[src/rtl/ara_pkg.sv]
// Shared definitions for the vector lane datapath.
// Holds the element/instruction-id types and the writeback source enum used by
// the per-lane result arbiter. The writeback request struct depends on the
// address type, which is a module parameter, so it is declared locally inside
// vfu_result_arbiter rather than here.
package ara_pkg;

    localparam int unsigned ELEN    = 64;
    localparam int unsigned NrVInsn = 8;

    typedef logic [ELEN-1:0]            elen_t;
    typedef logic [$clog2(NrVInsn)-1:0] vid_t;

    // Result sources competing for the lane VRF write port
    typedef enum logic {
        WbSrcAlu  = 1'b0,
        WbSrcMfpu = 1'b1
    } vfu_wb_src_e;

endpackage

[src/rtl/vfu_wb_fifo.sv]
// Small FIFO with occupancy count, one per writeback source.
// Ports:
//   clk_i, rst_i      clock, asynchronous active-high reset
//   push_i, data_i    write one entry (caller guarantees not full)
//   pop_i             drop the head entry (caller guarantees not empty)
//   data_o            current head entry
//   empty_o           no entries stored
//   count_o           number of stored entries, 0..Depth
module vfu_wb_fifo #(
    parameter int unsigned Depth  = 2,
    parameter type         data_t = logic
) (
    input  logic                         clk_i,
    input  logic                         rst_i,
    input  logic                         push_i,
    input  data_t                        data_i,
    input  logic                         pop_i,
    output data_t                        data_o,
    output logic                         empty_o,
    output logic [$clog2(Depth+1)-1:0]   count_o
);

    localparam int unsigned PtrW = (Depth > 1) ? $clog2(Depth) : 1;
    localparam int unsigned CntW = $clog2(Depth+1);

    data_t             mem_r [Depth];
    logic [PtrW-1:0]   wr_ptr_r;
    logic [PtrW-1:0]   rd_ptr_r;
    logic [CntW-1:0]   count_r;
    logic              push_s;
    logic              pop_s;

    // Pointers wrap at Depth, which need not be a power of two
    function automatic logic [PtrW-1:0] ptr_inc(input logic [PtrW-1:0] ptr);
        if (ptr == PtrW'(Depth - 1)) begin
            return '0;
        end else begin
            return ptr + PtrW'(1);
        end
    endfunction

    assign push_s  = push_i & (count_r != CntW'(Depth));
    assign pop_s   = pop_i & (count_r != CntW'(0));
    assign data_o  = mem_r[rd_ptr_r];
    assign empty_o = (count_r == CntW'(0));
    assign count_o = count_r;

    // Storage array; contents are don't-care while unoccupied
    always_ff @(posedge clk_i) begin
        if (push_s) begin
            mem_r[wr_ptr_r] <= data_i;
        end
    end

    // Pointer and occupancy bookkeeping
    always_ff @(posedge clk_i or posedge rst_i) begin
        if (rst_i) begin
            wr_ptr_r <= '0;
            rd_ptr_r <= '0;
            count_r  <= '0;
        end else begin
            if (push_s) begin
                wr_ptr_r <= ptr_inc(wr_ptr_r);
            end
            if (pop_s) begin
                rd_ptr_r <= ptr_inc(rd_ptr_r);
            end
            case ({push_s, pop_s})
                2'b10:   count_r <= count_r + CntW'(1);
                2'b01:   count_r <= count_r - CntW'(1);
                default: count_r <= count_r;
            endcase
        end
    end

endmodule

[src/rtl/vfu_result_arbiter.sv]
// Per-lane writeback stage: buffers ALU and MFPU results in separate FIFOs and
// round-robins them onto the single lane VRF write port through an output
// register, so one unit waiting on the VRF does not stall the other.
// Ports:
//   clk_i, rst_i                 clock, asynchronous active-high reset
//   alu_result_*  / mfpu_result_* request fields in, gnt out (combinational,
//                                asserted when the source FIFO has room)
//   vrf_*                        registered write presented to the VRF, held
//                                until vrf_gnt_i
//   idle_o                       nothing buffered and no write presented
module vfu_result_arbiter
    import ara_pkg::*;
#(
    parameter int unsigned NrLanes   = 0,
    parameter type         vaddr_t   = logic,
    parameter int unsigned BufDepth  = 2,
    parameter int unsigned DataWidth = $bits(elen_t)
) (
    input  logic                   clk_i,
    input  logic                   rst_i,
    input  logic                   alu_result_req_i,
    input  vid_t                   alu_result_id_i,
    input  vaddr_t                 alu_result_addr_i,
    input  logic [DataWidth-1:0]   alu_result_wdata_i,
    input  logic [DataWidth/8-1:0] alu_result_be_i,
    output logic                   alu_result_gnt_o,
    input  logic                   mfpu_result_req_i,
    input  vid_t                   mfpu_result_id_i,
    input  vaddr_t                 mfpu_result_addr_i,
    input  logic [DataWidth-1:0]   mfpu_result_wdata_i,
    input  logic [DataWidth/8-1:0] mfpu_result_be_i,
    output logic                   mfpu_result_gnt_o,
    output logic                   vrf_req_o,
    output vid_t                   vrf_id_o,
    output vaddr_t                 vrf_addr_o,
    output logic [DataWidth-1:0]   vrf_wdata_o,
    output logic [DataWidth/8-1:0] vrf_be_o,
    input  logic                   vrf_gnt_i,
    output logic                   idle_o
);

    localparam int unsigned CntW = $clog2(BufDepth+1);

    // Reject unsupported configurations at elaboration time
    if (BufDepth < 1 || BufDepth > 4 || DataWidth != $bits(elen_t) || NrLanes > 1024) begin : g_bad_cfg
        $error("vfu_result_arbiter: unsupported parameter combination");
    end

    typedef struct packed {
        vid_t                   id;
        vaddr_t                 addr;
        logic [DataWidth-1:0]   wdata;
        logic [DataWidth/8-1:0] be;
    } vfu_wb_req_t;

    vfu_wb_req_t     alu_head_s,  mfpu_head_s;
    logic            alu_empty_s, mfpu_empty_s;
    logic [CntW-1:0] alu_count_s, mfpu_count_s;
    logic            alu_pop_s,   mfpu_pop_s;
    logic            load_s;
    logic            any_s;
    vfu_wb_src_e     winner_s;
    vfu_wb_req_t     next_out_s;

    logic            out_valid_r;
    vfu_wb_req_t     out_data_r;
    vfu_wb_src_e     last_winner_r;

    // A full FIFO refuses even if it pops this cycle: no full-bypass path
    assign alu_result_gnt_o  = alu_result_req_i  & ~rst_i & (alu_count_s  < CntW'(BufDepth));
    assign mfpu_result_gnt_o = mfpu_result_req_i & ~rst_i & (mfpu_count_s < CntW'(BufDepth));

    vfu_wb_fifo #(.Depth(BufDepth), .data_t(vfu_wb_req_t)) i_alu_fifo (
        .clk_i   (clk_i),
        .rst_i   (rst_i),
        .push_i  (alu_result_gnt_o),
        .data_i  ({alu_result_id_i, alu_result_addr_i, alu_result_wdata_i, alu_result_be_i}),
        .pop_i   (alu_pop_s),
        .data_o  (alu_head_s),
        .empty_o (alu_empty_s),
        .count_o (alu_count_s)
    );

    vfu_wb_fifo #(.Depth(BufDepth), .data_t(vfu_wb_req_t)) i_mfpu_fifo (
        .clk_i   (clk_i),
        .rst_i   (rst_i),
        .push_i  (mfpu_result_gnt_o),
        .data_i  ({mfpu_result_id_i, mfpu_result_addr_i, mfpu_result_wdata_i, mfpu_result_be_i}),
        .pop_i   (mfpu_pop_s),
        .data_o  (mfpu_head_s),
        .empty_o (mfpu_empty_s),
        .count_o (mfpu_count_s)
    );

    // Round-robin pick: on a tie the source that did not win last time goes
    always_comb begin
        load_s     = ~out_valid_r | vrf_gnt_i;
        any_s      = ~alu_empty_s | ~mfpu_empty_s;
        winner_s   = WbSrcAlu;
        next_out_s = '0;
        if (!alu_empty_s && !mfpu_empty_s) begin
            winner_s = (last_winner_r == WbSrcMfpu) ? WbSrcAlu : WbSrcMfpu;
        end else if (!mfpu_empty_s) begin
            winner_s = WbSrcMfpu;
        end else begin
            winner_s = WbSrcAlu;
        end
        if (any_s) begin
            case (winner_s)
                WbSrcAlu:  next_out_s = alu_head_s;
                WbSrcMfpu: next_out_s = mfpu_head_s;
                default:   next_out_s = alu_head_s;
            endcase
        end else begin
            next_out_s = '0;
        end
        alu_pop_s  = load_s & any_s & (winner_s == WbSrcAlu);
        mfpu_pop_s = load_s & any_s & (winner_s == WbSrcMfpu);
    end

    // Output register: refills whenever empty or its write was accepted
    always_ff @(posedge clk_i or posedge rst_i) begin
        if (rst_i) begin
            out_valid_r   <= 1'b0;
            out_data_r    <= '0;
            last_winner_r <= WbSrcMfpu;
        end else if (load_s) begin
            out_valid_r <= any_s;
            out_data_r  <= next_out_s;
            if (any_s) begin
                last_winner_r <= winner_s;
            end
        end
    end

    assign vrf_req_o   = out_valid_r;
    assign vrf_id_o    = out_data_r.id;
    assign vrf_addr_o  = out_data_r.addr;
    assign vrf_wdata_o = out_data_r.wdata;
    assign vrf_be_o    = out_data_r.be;
    assign idle_o      = ~out_valid_r & alu_empty_s & mfpu_empty_s;

endmodule
[config.mk]
export PLATFORM = sky130hd
export DESIGN_NAME = vfu_result_arbiter
export DESIGN_NICKNAME = d
export VERILOG_FILES = /design/src/rtl/ara_pkg.sv /design/src/rtl/vfu_wb_fifo.sv /design/src/rtl/vfu_result_arbiter.sv
export SDC_FILE = /design/constraint.sdc
export NUM_CORES = 1
export LEC_CHECK = 0
export ABC_CLOCK_PERIOD_IN_PS = 5220
export CAP_MARGIN = 20
export CORE_MARGIN = 4
export CORE_UTILIZATION = 60
export CTS_CLUSTER_DIAMETER = 60
export CTS_CLUSTER_SIZE = 24
export DETAILED_ROUTE_END_ITERATION = 10
export DONT_BUFFER_PORTS = 1
export GPL_TIMING_DRIVEN = 1
export PLACE_DENSITY_LB_ADDON = 0.12
export SETUP_SLACK_MARGIN = 0.02
export SYNTH_ARGS = -nofsm -noshare
export SYNTH_HDL_FRONTEND = slang
export SYNTH_HIERARCHICAL = 1
export SYNTH_SLANG_ARGS = --single-unit
export TNS_END_PERCENT = 5
[constraint.sdc]
create_clock -name clk_i -period 5.22 [get_ports clk_i]
set_input_delay 1.044 -clock clk_i [delete_from_list [all_inputs] [get_ports clk_i]]
set_output_delay 1.044 -clock clk_i [all_outputs]
set_load 0.02 [all_outputs]
### Word-level counts from Yosys, hierarchy flattened

Memories as Yosys holds them, arrays and structs flattened.
Cells that the tools add are included.

* input bits: 157
* output and inout port bits: 80
* memory bits (writable): 304
* register bits after elaboration: 86
* memories: 2
* bits in latches: 0
* ROM bits: 0

* $lt $le $gt $ge: 2
* reduce and logical (&&, ||, !) cells: 10
* equal/unequal tests: 6
* multiply operators: 0
* muxes and demuxes: 15
* shift-type cells: 0
* divide/modulo/power cells: 0
* $add $sub $neg: 8
* bitwise operators: 20

Memories
* i_alu_fifo.mem_r: depth 2, bits a word 76, rd ports 1, clocked after Yosys merged registers in 0, wr ports 1, RTL line vfu_wb_fifo.sv:26 `data_t mem_r [Depth];`
* i_mfpu_fifo.mem_r: depth 2, bits a word 76, rd ports 1, clocked after Yosys merged registers in 0, wr ports 1, RTL line vfu_wb_fifo.sv:26

Operator list (number)
* $pmux 76 s2: 1
* $mux 76: 1
* $and 1x1->1: 13
* $mux 1: 11
* $pmux 2 s2: 2
* $reduce_bool 2->1: 4
* $not 1->1: 5
* $add 1x1->1 const B: 4
* $add 2x1->2 const B: 2
* $eq 2x1->1 const B: 2
* $eq 2x2->1 const B: 2
* $logic_not 2->1: 2
* $lt 2x2->1 const B: 2
* $ne 2x2->1 const B: 2
* $sub 2x1->2 const B: 2
* $logic_not 1->1: 2
* $or 1x1->1: 2
* $reduce_and 2->1: 1
* $logic_and 1x1->1: 1

### Logic depth before layout (Yosys ltp)

* word-level depth: 9
* gate-level depth with buffers: 9

### Modules after synthesis

The synthesis kept the hierarchy.

By module, submodules not included
* vfu_wb_fifo: cells an instance 256, sequential area each 4664.5 um^2, times used 2, area an instance 5814.3 um^2
* vfu_result_arbiter: cells an instance 268, sequential area each 1953.1 um^2, times used 1, area an instance 3463.3 um^2

### Worst setup path before layout

OpenSTA, ideal clock, no wires.

* kind: input-to-reg
* start point: input port rst_i
* end point: memory i_alu_fifo/mem_r[0][0] (netlist bit) (enable)
* path slack: -0.430 ns
* stages: 3
* required time: 4.709 ns
* arrival: 5.139 ns
* buffers on the path: 0
* cells stage by stage: nor3b_1 o21ai_1 nor2_1

* longest elaborated chain between the ends: 6

Ends and longest elaborated chain
* start: declaration: RTL line vfu_result_arbiter.sv:20 `input logic rst_i,`
* $not 1->1: RTL line vfu_result_arbiter.sv:70 `assign alu_result_gnt_o = alu_result_req_i & ~rst_i & (alu_count_s < CntW'(BufDepth));`
* $and 1x1->1 (2 in series): RTL line vfu_result_arbiter.sv:70
* $and 1x1->1: RTL line vfu_wb_fifo.sv:42 `assign push_s = push_i & (count_r != CntW'(Depth));`
* $mux 1: RTL line vfu_wb_fifo.sv:50 `if (push_s) begin`
* $mux 1 (implied by the code): RTL line vfu_wb_fifo.sv:51 `mem_r[wr_ptr_r] <= data_i;`
* end: declaration: RTL line vfu_wb_fifo.sv:26

No other way between the ends.

### Worst setup path after layout

* start point: register i_alu_fifo.count_r[0], in the netlist i_alu_fifo/count_o[0]
* end point: register i_mfpu_fifo.count_r[1], in the netlist i_mfpu_fifo/count_o[1]

* longest elaborated chain between the ends: 8
* elaborated cells on any way between the ends: 13
* classes of those cells: eq/ne: 2; mux: 2; bitwise: 5; reduce/logical: 4

Ends and longest elaborated chain
* start: declaration: RTL line vfu_wb_fifo.sv:29 `logic [CntW-1:0] count_r;`
* start signal: assignment: RTL line vfu_wb_fifo.sv:69 `2'b10: count_r <= count_r + CntW'(1);`
* start signal: assignment: RTL line vfu_wb_fifo.sv:70 `2'b01: count_r <= count_r - CntW'(1);`
* start signal: assignment: RTL line vfu_wb_fifo.sv:71 `default: count_r <= count_r;`
* $logic_not 2->1 (*): RTL line vfu_wb_fifo.sv:45 `assign empty_o = (count_r == CntW'(0));`
* named net alu_empty_s: RTL line vfu_result_arbiter.sv:57 `logic alu_empty_s, mfpu_empty_s;`
* $not 1->1 or $logic_not 1->1 (tied branches): RTL line vfu_result_arbiter.sv:98, vfu_result_arbiter.sv:101
* $or 1x1->1 or $logic_and 1x1->1 (tied branches): RTL line vfu_result_arbiter.sv:98, vfu_result_arbiter.sv:101
* $and 1x1->1 or $mux 1 (tied branches): RTL line vfu_result_arbiter.sv:118, vfu_result_arbiter.sv:101
* $and 1x1->1 (*): RTL line vfu_result_arbiter.sv:118 `mfpu_pop_s = load_s & any_s & (winner_s == WbSrcMfpu);`
* $and 1x1->1 (*): RTL line vfu_wb_fifo.sv:43 `assign pop_s = pop_i & (count_r != CntW'(0));`
* named net i_mfpu_fifo.pop_s: RTL line vfu_wb_fifo.sv:31 `logic pop_s;`
* $eq 2x1->1 or $eq 2x2->1 (tied branches): RTL line vfu_wb_fifo.sv:68 `case ({push_s, pop_s})`
* $pmux 2 s2 or $reduce_bool 2->1 (tied branches)
* end signal: assignment: RTL line vfu_wb_fifo.sv:69
* end signal: assignment: RTL line vfu_wb_fifo.sv:70
* end signal: assignment: RTL line vfu_wb_fifo.sv:71
* end: declaration: RTL line vfu_wb_fifo.sv:29

Mark *: on every way through the listed nets, which the timed path passes. The rest lies on a longest branch.
A chain may end at the register's enable or synchronous reset.

==> summary.md <==
| Metric | Value |
|---|---|
| Nets | around 940 |
| RSZ-0062 raised after global routing | false |
| Register area | 0.0113 sq mm |
| Async SR Flop Fraction | ~22% |
| Synth area leader | edfxtp_1 |
| Cts bufs inserted | 25 |
| Required @ worst endpoint | 5.67 ns |
| Via density | 6.12 |
| CP max-delay cell | buf_4 |
| Crit path max fanout | between 40 and 50 |
| Port Buffers | 0 |
| Crit path capture type | flop |
| Sequential fraction of the synthesis area | ~75% |
| Global-route wire length before repair | 44900 microns |
| Largest net degree at the start of global routing | a little under 80 |
| Clock buffer depth | 3 |
| Chip Width | 167 microns |
| Initial antenna violation count | 0 |
| P per Cell Area | roughly 550 mW/mm^2 |
| Net Count, Synth | approximately 940 |
| Cells after Synth | 780 |
| Layout cells sized above 1 | 27.4% |
| Routed Antenna Nets | 0 |
| Routability Congestion | ~0.8 |
| Status | finished clean |
| Worst path max stage delay | roughly 0.53 ns |
| Total power | about 9 mW |
| CTS tree | built |
| Slew @ Worst Pin | a little under 1 ns |
| FP Rows | 57 |
| Worst Setup Start Kind | flop |
| Initial Util | 61.5% |
| Area of the multi-input gates | between 0.003 and 0.004 sq mm |
| Setup-failing EPs final | 0 |
| Final min period | ~3.2 ns |
| Die ar. | around 0.028 sq mm |
| Setup bufs post-CTS | 0 |
| Clock Latency Late Sink | around 0.55 ns |
| Final Hold Fails | 0 |
| Post-DP HPWL | roughly 19000 microns |
| Post-CTS sizing | 0 |
| Max VDD drop | about 0.37 mV |
| Leading post-synthesis cells by cell area | edfxtp_1, dfrtp_1, mux2_2 |
| Crit Reg-Reg Startpoint | i_alu_fifo/count_o[0] |
| Final WL | slightly below 30000 microns |
| Number of synthesized flops with an enable pin | roughly 300 |
| DRC | 0 |
| Worst Setup SP | i_alu_fifo/count_o[0] |
| Rel. slew slack | between 30 and 40% |
| Post-route clock period utilization | 61.5% |
| Worst path top cell family by delay | simple AND/OR/NAND/NOR gates |
| Netlist cell types | 25 |
| Total congestion overflow | 0 |
| Worst hold path class | in2async |
| Total GRT Usage | about a fifth |
| Clock Sinks | 390 |
| Max Slew Vio Count | 0 |
| H-tree Lvls | 1 |
| CTS Root Cell | clkbuf_16 |
| Ys flop type | edfxtp_1 |
| Core area | ~0.025 sq mm |
| # fillers | ~1700 |
| Leakage dissipation | 5.74 nW |
| Area Growth Syn to Fin | 7.17% |
| R2R cell count | 9 |
| Crit path cell chain | nor2_1 -> nor2b_1 -> nor3_4 -> buf_8 -> buf_4 -> nor2b_1 -> ha_1 -> nor2_1 -> xnor2_1 |
| # diodes | 0 |
| CP bufs+invs | 2 |
| Total iterations of the first detailed-routing run | 4 |
| Hold_buf cts | 0 |
| F_max | approximately 310 MHz |
| Worst-path clk slew | ~0.09 ns |
| Synth Cell Area | 0.0151 sq mm |
| # IOs | ~240 |
| Yosys warnings | 6 |
| Worst Skew | 0.0219 ns |
| Cell area after layout | ~0.016 sq mm |
| Vias in the first global route | ~7300 |
| Via count | between 6000 and 7000 |
| Vert. Die Dim | roughly 170 microns |
| WP depth | 9 |
| Per-cell routed wire length | 26.3 microns |
| Share of the synthesized area in the top cell type | 60.5% |
| Max-cap violations | 0 |
| Placed inst area | around 0.015 sq mm |
| WP data arrival | ~3.7 ns |
| 1st-iter DRT viols | between 500 and 600 |
| Synth Register Bits | just under 400 |
| Setup Crit Path Kind | reg2reg |
| Syn avg cell area | ~19 sq um |
[worst register-to-register path, stage by stage, from the launching register on]
cell,delay (ns)
dfrtp_1,0.44
nor2_1,0.37
nor2b_1,0.14
nor3_4,0.52
buf_8,0.26
buf_4,0.53
nor2b_1,0.31
ha_1,0.29
nor2_1,0.14
xnor2_1,0.13
[cells in the mapped netlist (2+ instances only)]
library cell / number
o21ai_1: 2
ha_1: 2
nor2_1: 10
clkbuf_1: 7
and2_1: 76
nor3_4: 2
buf_2: 17
xor2_1: 2
dfrtp_1: 85
xnor2_1: 8
edfxtp_1: 304
nor3b_1: 2
mux2_2: 92
buf_6: 13
nor2b_1: 3
buf_8: 6
mux2_4: 60
a221o_1: 76
inv_1: 7
[stage by stage]
step	hold slack, ns	worst slack (ns)	utilization (%)	TNS (ns)	cells
after global placement	0.499	1.56	62.4	0	1072
after floorplan	0.468	-0.430	-	-130.67	780
final	0.271	2.01	65.9	0	1121
after global routing	0.247	1.77	65.9	0	1121
after CTS	0.253	1.64	65.7	0	1119
after detailed placement	0.516	1.49	62.4	0	1073
[worst paths after layout]
kind | endpoint | slack [ns]
min in group clk_i | last_winner_r | 0.53
worst min register to register | last_winner_r | 0.53
worst max-delay path | i_mfpu_fifo/count_o[1] | 2.01
max in group asynchronous | vrf_wdata_o[13] | 4.11
worst max register to register | i_mfpu_fifo/count_o[1] | 2.01
worst min-delay path | i_alu_fifo/count_o[1] | 0.27
[final cells by class]
cell class | instances | share of cell area (%)
clock inverters | 16 | 1.07
clock buffers | 30 | 3.98
well taps | 324 | 2.51
multi-input cells | 340 | 21.4
repair buffers | 14 | 1.04
inverters | 7 | 0.178
flip-flops and latches | 390 | 69.8
[cell families after synthesis]
| group | after synthesis | synth area share [%] |
|---|---|---|
| buffers and inverters | 50 | 2.48 |
| flip-flops | 390 | 74.8 |
| XOR/XNOR | 10 | 0.580 |
| AO/OA/AOI/OAI | 80 | 5.19 |
| multiplexers | 152 | 12.8 |
| AND/OR/NAND/NOR | 96 | 4.00 |
| adder cells (fa/ha/maj) | 2 | 0.166 |
[cell usage in the layout, fill, tap and decap left out, drive strengths merged]
cell type and count:
edfxtp 304, mux2 152, dfrtp 85, and2 76, a221o 76, clkbuf 31, inv 16, buf 13
nor2 10, xnor2 8, nor2b 4, clkinv 4, o21ai 3, nor3 2, nor3b 2, clkinvlp 2
xor2 2, ha 2, nand2 1, o31ai 1, or2 1, bufinv 1, dfstp 1
[state kept, by name (all words and copies together) (netlist names)]
signal and count:
vrf_wdata_o 64, vrf_be_o 8, i_mfpu_fifo/count_o 2, i_mfpu_fifo/rd_ptr_r 1, vrf_addr_o 1, i_alu_fifo/mem_r 152, vrf_req_o 1, i_mfpu_fifo/mem_r 152
i_alu_fifo/count_o 2, i_alu_fifo/rd_ptr_r 1, i_alu_fifo/wr_ptr_r 1, i_mfpu_fifo/wr_ptr_r 1, vrf_id_o 3, last_winner_r 1
[routing by layer]
metal  global-route usage (%)  vias up  wire (microns)
met4                     5.09        0             728
met3                     8.82       48            3130
li1                         -     3023               -
met1                     25.4     3553           10700
met5                        0        -               0
met2                     35.1      238           14900
[power by group]
part	internal, mW	leakage [nW]	switching (mW)
combinational	1.10	1.54	0.911
clock	0.980	0.393	1.03
sequential	3.97	3.81	0.858
total	6.05	5.74	2.80
No activity file was read; power rests on OpenSTA's default activity.
